[src/rtl/counter_serial_rx.sv]
// Serial receiver for the counter's one-wire output: deserializes MSB-first
// WIDTH-bit frames, flags aborted frames and checks the step between words.
module counter_serial_rx #(
  parameter int WIDTH     = 4,
  parameter int CNT_WIDTH = 8
) (
  input  logic                 clk,
  input  logic                 rst_n,
  input  logic                 serial_enable,
  input  logic                 serial_in,
  input  logic                 check_en,
  input  logic [WIDTH-1:0]     expected_step,
  output logic [WIDTH-1:0]     rx_data,
  output logic                 rx_valid,
  output logic                 frame_error,
  output logic                 step_error,
  output logic [CNT_WIDTH-1:0] frame_count,
  output logic [CNT_WIDTH-1:0] error_count,
  output logic                 busy
);

  localparam int BW = (WIDTH > 2) ? $clog2(WIDTH) : 1;
  localparam logic [BW-1:0]        LAST    = BW'(WIDTH - 1);
  localparam logic [CNT_WIDTH-1:0] CNT_MAX = '1;

  typedef enum logic {IDLE, SHIFT} state_t;

  typedef struct packed {
    logic vld;
    logic ferr;
    logic serr;
  } rx_evt_t;

  state_t         state, state_d;
  logic [BW-1:0]  bit_cnt, bit_cnt_d;
  logic [WIDTH-1:0] shreg, shreg_d;
  logic [WIDTH-1:0] prev, prev_d;
  logic [WIDTH-1:0] rx_data_d;
  logic [WIDTH-1:0] word, delta;
  logic           have_prev, have_prev_d;
  rx_evt_t        evt_d;
  logic [CNT_WIDTH-1:0] frame_count_d, error_count_d;

  // Word as it would look once the current serial bit is shifted in.
  assign word  = {shreg[WIDTH-2:0], serial_in};
  assign delta = word - prev;

  always_comb begin
    state_d       = state;
    bit_cnt_d     = bit_cnt;
    shreg_d       = shreg;
    prev_d        = prev;
    have_prev_d   = have_prev;
    rx_data_d     = rx_data;
    evt_d         = '0;
    frame_count_d = frame_count;
    error_count_d = error_count;

    case (state)
      IDLE: begin
        if (serial_enable) begin
          shreg_d   = WIDTH'(serial_in);
          bit_cnt_d = BW'(1);
          state_d   = SHIFT;
        end
      end
      SHIFT: begin
        if (serial_enable) begin
          shreg_d = word;
          if (bit_cnt == LAST) begin
            rx_data_d   = word;
            evt_d.vld   = 1'b1;
            evt_d.serr  = check_en && have_prev && (delta != expected_step);
            prev_d      = word;
            have_prev_d = 1'b1;
            bit_cnt_d   = '0;
          end else begin
            bit_cnt_d = bit_cnt + 1'b1;
          end
        end else begin
          // Dropping enable at a frame boundary is a normal end of stream.
          if (bit_cnt != '0) begin
            evt_d.ferr  = 1'b1;
            have_prev_d = 1'b0;
          end
          bit_cnt_d = '0;
          state_d   = IDLE;
        end
      end
      default: state_d = IDLE;
    endcase

    if (evt_d.vld && (frame_count != CNT_MAX))
      frame_count_d = frame_count + 1'b1;
    if ((evt_d.ferr || evt_d.serr) && (error_count != CNT_MAX))
      error_count_d = error_count + 1'b1;
  end

  always_ff @(posedge clk) begin
    if (!rst_n) begin
      state       <= IDLE;
      bit_cnt     <= '0;
      shreg       <= '0;
      prev        <= '0;
      have_prev   <= 1'b0;
      rx_data     <= '0;
      rx_valid    <= 1'b0;
      frame_error <= 1'b0;
      step_error  <= 1'b0;
      frame_count <= '0;
      error_count <= '0;
      busy        <= 1'b0;
    end else begin
      state       <= state_d;
      bit_cnt     <= bit_cnt_d;
      shreg       <= shreg_d;
      prev        <= prev_d;
      have_prev   <= have_prev_d;
      rx_data     <= rx_data_d;
      rx_valid    <= evt_d.vld;
      frame_error <= evt_d.ferr;
      step_error  <= evt_d.serr;
      frame_count <= frame_count_d;
      error_count <= error_count_d;
      busy        <= (bit_cnt_d != '0);
    end
  end

endmodule

[config.mk]
export PLATFORM = sky130hd
export DESIGN_NAME = counter_serial_rx
export DESIGN_NICKNAME = d
export VERILOG_FILES = /design/src/rtl/counter_serial_rx.sv
export SDC_FILE = /design/constraint.sdc
export NUM_CORES = 1
export LEC_CHECK = 0
export CAP_MARGIN = 20
export CORE_AREA = 2 2 58 88
export DETAILED_ROUTE_END_ITERATION = 16
export DIE_AREA = 0 0 60 90
export PLACE_DENSITY = 0.6
export SYNTH_ARGS = -nofsm -noshare
export SYNTH_HDL_FRONTEND = slang
export SYNTH_SLANG_ARGS = --single-unit
[constraint.sdc]
create_clock -name clk -period 2.4 [get_ports clk]
set_input_delay 0.72 -clock clk [delete_from_list [all_inputs] [get_ports clk]]
set_output_delay 0.72 -clock clk [all_outputs]
set_load 0.01 [all_outputs]
* After elaboration in Yosys (flattened, before gate mapping)
Cells that the tools add are included.
** Word-level totals
- Logic and storage cells :: 52
- Input port bits :: 9
- Bits in registers :: 31
** Cells by class
- Equal/unequal tests :: 7
- Add/sub/neg operators :: 4
- Bitwise gates (word level) :: 1
- Reductions and logical operators :: 11
- Muxes and demuxes :: 18
** Operators by type and width (count)
- $add 8x1->8 const B :: 2
- $ne 8x8->1 const B :: 2
- $mux 1 :: 10
- $mux 3 :: 3
- $mux 2 :: 3
- $pmux 3 s2 :: 1
- $reduce_and 3->1 :: 2
- $reduce_bool 2->1 :: 3
- $logic_and 1x1->1 :: 4
- $ne 2x2->1 const B :: 2
- $ne 4x4->1 :: 1
- $pmux 2 s2 :: 1
- $sub 4x4->4 :: 1
- $add 2x1->2 const B :: 1
- $eq 2x2->1 const B :: 1
- $ne 2x1->1 const B :: 1
- $reduce_and 2->1 :: 1
- $logic_or 1x1->1 :: 1
- $not 1->1 :: 1

* Depth between registers and ports, before layout
- Depth after elaboration :: 8
- Gate-level depth with buffers :: 10
- Gate-level depth less buffers :: 9

* Worst setup path after synthesis
No wires, ideal clock.
- Kind :: input to register
- Start point :: input serial_in
- End point :: register error_count[7]
- Data required time :: 2.330 ns
- Arrival :: 2.435 ns
- Setup slack :: -0.106 ns
- Cell stages on the path :: 9
- Library setup time :: 0.070 ns
- Path buffers :: 0
- Cells stage by stage :: inv_1 > ha_1 > inv_1 > fa_1 > xor2_1 > nor3_1 > and4b_4 > or4_1 > a21boi_1
** Between the ends
- Cells in the longest elaborated chain, start to end :: 8
** Ends and longest elaborated chain
- start: declaration :: RTL line 10 : input logic serial_in,
- $sub 4x4->4 :: RTL line 46 : assign delta = word - prev;
- $ne 4x4->1 :: RTL line 73 : evt_d.serr = check_en && have_prev && (delta != expected_step);
- $logic_and 1x1->1 :: RTL line 73
- $mux 1 :: RTL line 70 : if (bit_cnt == LAST) begin
- $mux 1 :: RTL line 68 : if (serial_enable) begin
- $mux 3 :: RTL line 59 : case (state)
- $logic_or 1x1->1 :: RTL line 95 : if ((evt_d.ferr || evt_d.serr) && (error_count != CNT_MAX))
- $logic_and 1x1->1 :: RTL line 95
- end signal: assignment :: RTL line 124 : error_count <= error_count_d;
- end: declaration :: RTL line 18 : output logic [CNT_WIDTH-1:0] error_count,
No other way between the ends.
A chain may end at the register's enable or synchronous reset.

* Worst setup path after layout
Ends and elaborated chain as after synthesis.

==> flow_metrics.env <==
export IMPL_status="finished clean"
export IMPL_worstMarginPinSlew_ps=422
export IMPL_finalHoldViolations=0
export IMPL_vias=1324
export IMPL_numCtsBuffers=5
export IMPL_crit_fanout=4
export IMPL_die_w_um=60
export IMPL_drt_initial_drc_count=33
export IMPL_cts_tree="done"
export IMPL_clk_pin_slew_ps=70
export IMPL_clkSinkCount=31
export IMPL_dp_final_hpwl_mm=2.50
export IMPL_cap_viol_max_count=0
export IMPL_track_usage_pct=13.1
export IMPL_ys_types=38
export IMPL_clock_fmax_ghz=0.420
export IMPL_syn_area_per_cell_sq_um=9.34
export IMPL_yosysSeqAreaShare_pct=39.3
export IMPL_cts_max_path_buffers=2
export IMPL_pre_cts_slack_ps=-751
export IMPL_grt_overflow=0
export IMPL_yosys_area_top_type="dfxtp_1"
export IMPL_final_area_sq_um=2210
export IMPL_cp_end_kind="register"
export IMPL_crit_type="in2reg"
export IMPL_period_needed_ps=2380
export IMPL_cp_required_ps=2620
export IMPL_cp_start_kind="input pin"
export IMPL_whs_ps=493
export IMPL_drive_above_1_share_pct=18.1
export IMPL_syn_nets=186
export IMPL_ios=33
export IMPL_dieArea_sq_um=5400
export IMPL_nets=231
export IMPL_ys_ff_latch=31
export IMPL_io_buffers=32
export IMPL_gp_congestion=0.834
export IMPL_finalWirelength_mm=3.32
export IMPL_holdBufCountCts=0
export IMPL_detail_route_antenna_nets=0
export IMPL_grt_start_max_net_pins=14
export IMPL_diodes=0
export IMPL_first_global_vias=1260
export IMPL_placed_cell_area_sq_um=2060
export IMPL_cts_root_buf="clkbuf_8"
export IMPL_fin_skew_ps=4.22
export IMPL_slew_viol_final=0
export IMPL_cp_cell_sequence="buf_12 -> inv_12 -> ha_4 -> inv_2 -> fa_1 -> xor2_1 -> nor3_2 -> and4b_4 -> or4_4 -> a21boi_1"
export IMPL_p_leak_nw=0.805
export IMPL_rsz0062_at_grt="true"
export IMPL_firstDrtPassIters=4
export IMPL_setup_tns_ps=0
export IMPL_finalSetupViolCount=0
export IMPL_htree_levels=2
export IMPL_p_total_w=0.00115
export IMPL_insertion_delay_ps=290
export IMPL_grt_pass1_wl_mm=5.43
export IMPL_wl_per_cell_um=11.8
export IMPL_min_path_type="reg2reg"
export IMPL_num_rows=31
export IMPL_initial_core_util_pct=33.6
export IMPL_cp_arrival_ps=2600
export IMPL_netlist_area_sq_um=1580
export IMPL_peakVddDrop_v=0.000357
export IMPL_antenna_found_initial=0
export IMPL_async_reset_ff_share_pct=0
export IMPL_period_share_pct=99.1
export IMPL_slowest_delay_ps=510
export IMPL_ys_warnings_count=0
export IMPL_die_y_um=90
export IMPL_syn_inst=169
export IMPL_viasPerCell=4.71
export IMPL_core_area_sq_um=4690
export IMPL_synth_enable_flop_cells=0
export IMPL_crit_slowest_cell="or4_4"
export IMPL_synth_top_area_share_pct=39.3
export IMPL_fin_ws_ps=21.3
export IMPL_slew_headroom_pct=71.8
export IMPL_synthFlopType="dfxtp_1"
export IMPL_synthTopCellsByArea="dfxtp_1 (39%), ha_1 (5.5%), xnor2_1 (4.4%)"
export IMPL_areaGrowthSynthToFinish_pct=40.1
export IMPL_post_route_drc_count=0
export IMPL_power_per_cell_area_nw_per_um2=521
## flip-flops by register name, summed over array words and instances (netlist names)
register	flops
busy	1
prev	4
shreg	3
frame_error	1
have_prev	1
error_count	8
step_error	1
rx_valid	1
frame_count	8
state	1
bit_cnt	2
## worst max-delay path, delay by kind of cell
family / cells / cell delay (ps)
AND/OR/NAND/NOR: 3 / 780
buffers and inverters: 3 / 180
AO/OA/AOI/OAI: 1 / 130
adder cells (fa/ha/maj): 2 / 600
XOR/XNOR: 1 / 180
## layer usage
layer  vias to the layer above  part of all wire, %  global-route usage [%]  routed length (um)
li1                        675                    -                       -                   -
met3                         9                  4.3                    3.45                 142
met1                       610                   40                    13.9                1310
met2                        30                   53                    22.4                1770
met5                         -                    0                       0                   0
met4                         0                  2.8                    7.22                  93
## worst paths after layout
path                             start                          end  slack [ps]  cells after the start
setup / recovery             serial_in  error_count[7]$_SDFFE_PN0P_          20                     10
hold / removal    prev[1]$_SDFFE_PN0P_         prev[1]$_SDFFE_PN0P_         490                      2
setup reg to reg  prev[0]$_SDFFE_PN0P_  error_count[7]$_SDFFE_PN0P_         180                      8
hold reg to reg   prev[1]$_SDFFE_PN0P_         prev[1]$_SDFFE_PN0P_         490                      2
## Yosys cell counts (all sizes together) (2+ instances only)
cell type	number
xor2	3
o31ai	2
or3	6
and2	8
xnor2	8
nor3	2
nand2	17
clkbuf	3
buf	4
or4	2
mux2i	5
nand4	8
dfxtp	31
nor2b	4
o21ai	7
a21oi	3
nand3	8
nand2b	3
and3	3
a21boi	14
nor2	6
ha	7
inv	7
## cell type report
type / count / area, sq um
clock buffer: 6 / 82.6
clock inverter: 2 / 35.0
fill: 454 / 2480
inverter: 7 / 38.8
multi-input combinational: 124 / 912
sequential: 31 / 621
tap: 66 / 82.6
timing repair buffer: 45 / 440
## cell families after synthesis
logic type | Yosys count | synth area share (%)
AO/OA/AOI/OAI | 28 | 13.0
AND/OR/NAND/NOR | 72 | 27.1
adder cells (fa/ha/maj) | 8 | 6.81
multiplexers | 5 | 3.17
XOR/XNOR | 11 | 6.10
flip-flops | 31 | 39.3
buffers and inverters | 14 | 4.52
## repair_timing
item / 4_1_cts / 5_1_grt
gates resized for setup: 6 / 6
setup buffers: 0 / 1
setup endpoints to repair: 8 / 7
pin swaps: 0 / 2
## power by group
part | switching (W) | internal (W) | leakage, nW | total (W)
Clock | 0.000201 | 0.000336 | 0.0612 | 0.000537
Combinational | 0.0000369 | 0.0000513 | 0.493 | 0.0000882
Sequential | 0.00000617 | 0.000520 | 0.251 | 0.000527
Total | 0.000244 | 0.000907 | 0.805 | 0.00115
## through the flow
step,instances,utilization [%]
2_1_floorplan,169,-
3_3_place_gp,272,44.0
3_5_place_dp,272,44.0
4_1_cts,280,46.4
5_1_grt,281,47.1
6_report,281,47.1
## cell usage in the layout, fill, tap and decap left out, types with 2 or more instances in the layout
cell              n
a21boi_0          8
a21boi_1          6
a21oi_1           2
and2_1            8
and3_1            3
buf_12            2
buf_4            12
clkbuf_8          6
clkdlybuf4s50_1  31
dfxtp_1          31
ha_1              6
inv_1             5
mux2i_1           5
nand2_1          17
nand2b_1          3
nand3_1           8
nand4_1           6
nand4_2           2
nor2_1            4
nor2b_1           4
nor3_2            2
o21ai_0           7
o31ai_1           2
or3_1             6
or4_4             2
xnor2_1           8
xor2_1            3
No activity file was read; power rests on OpenSTA's default activity.
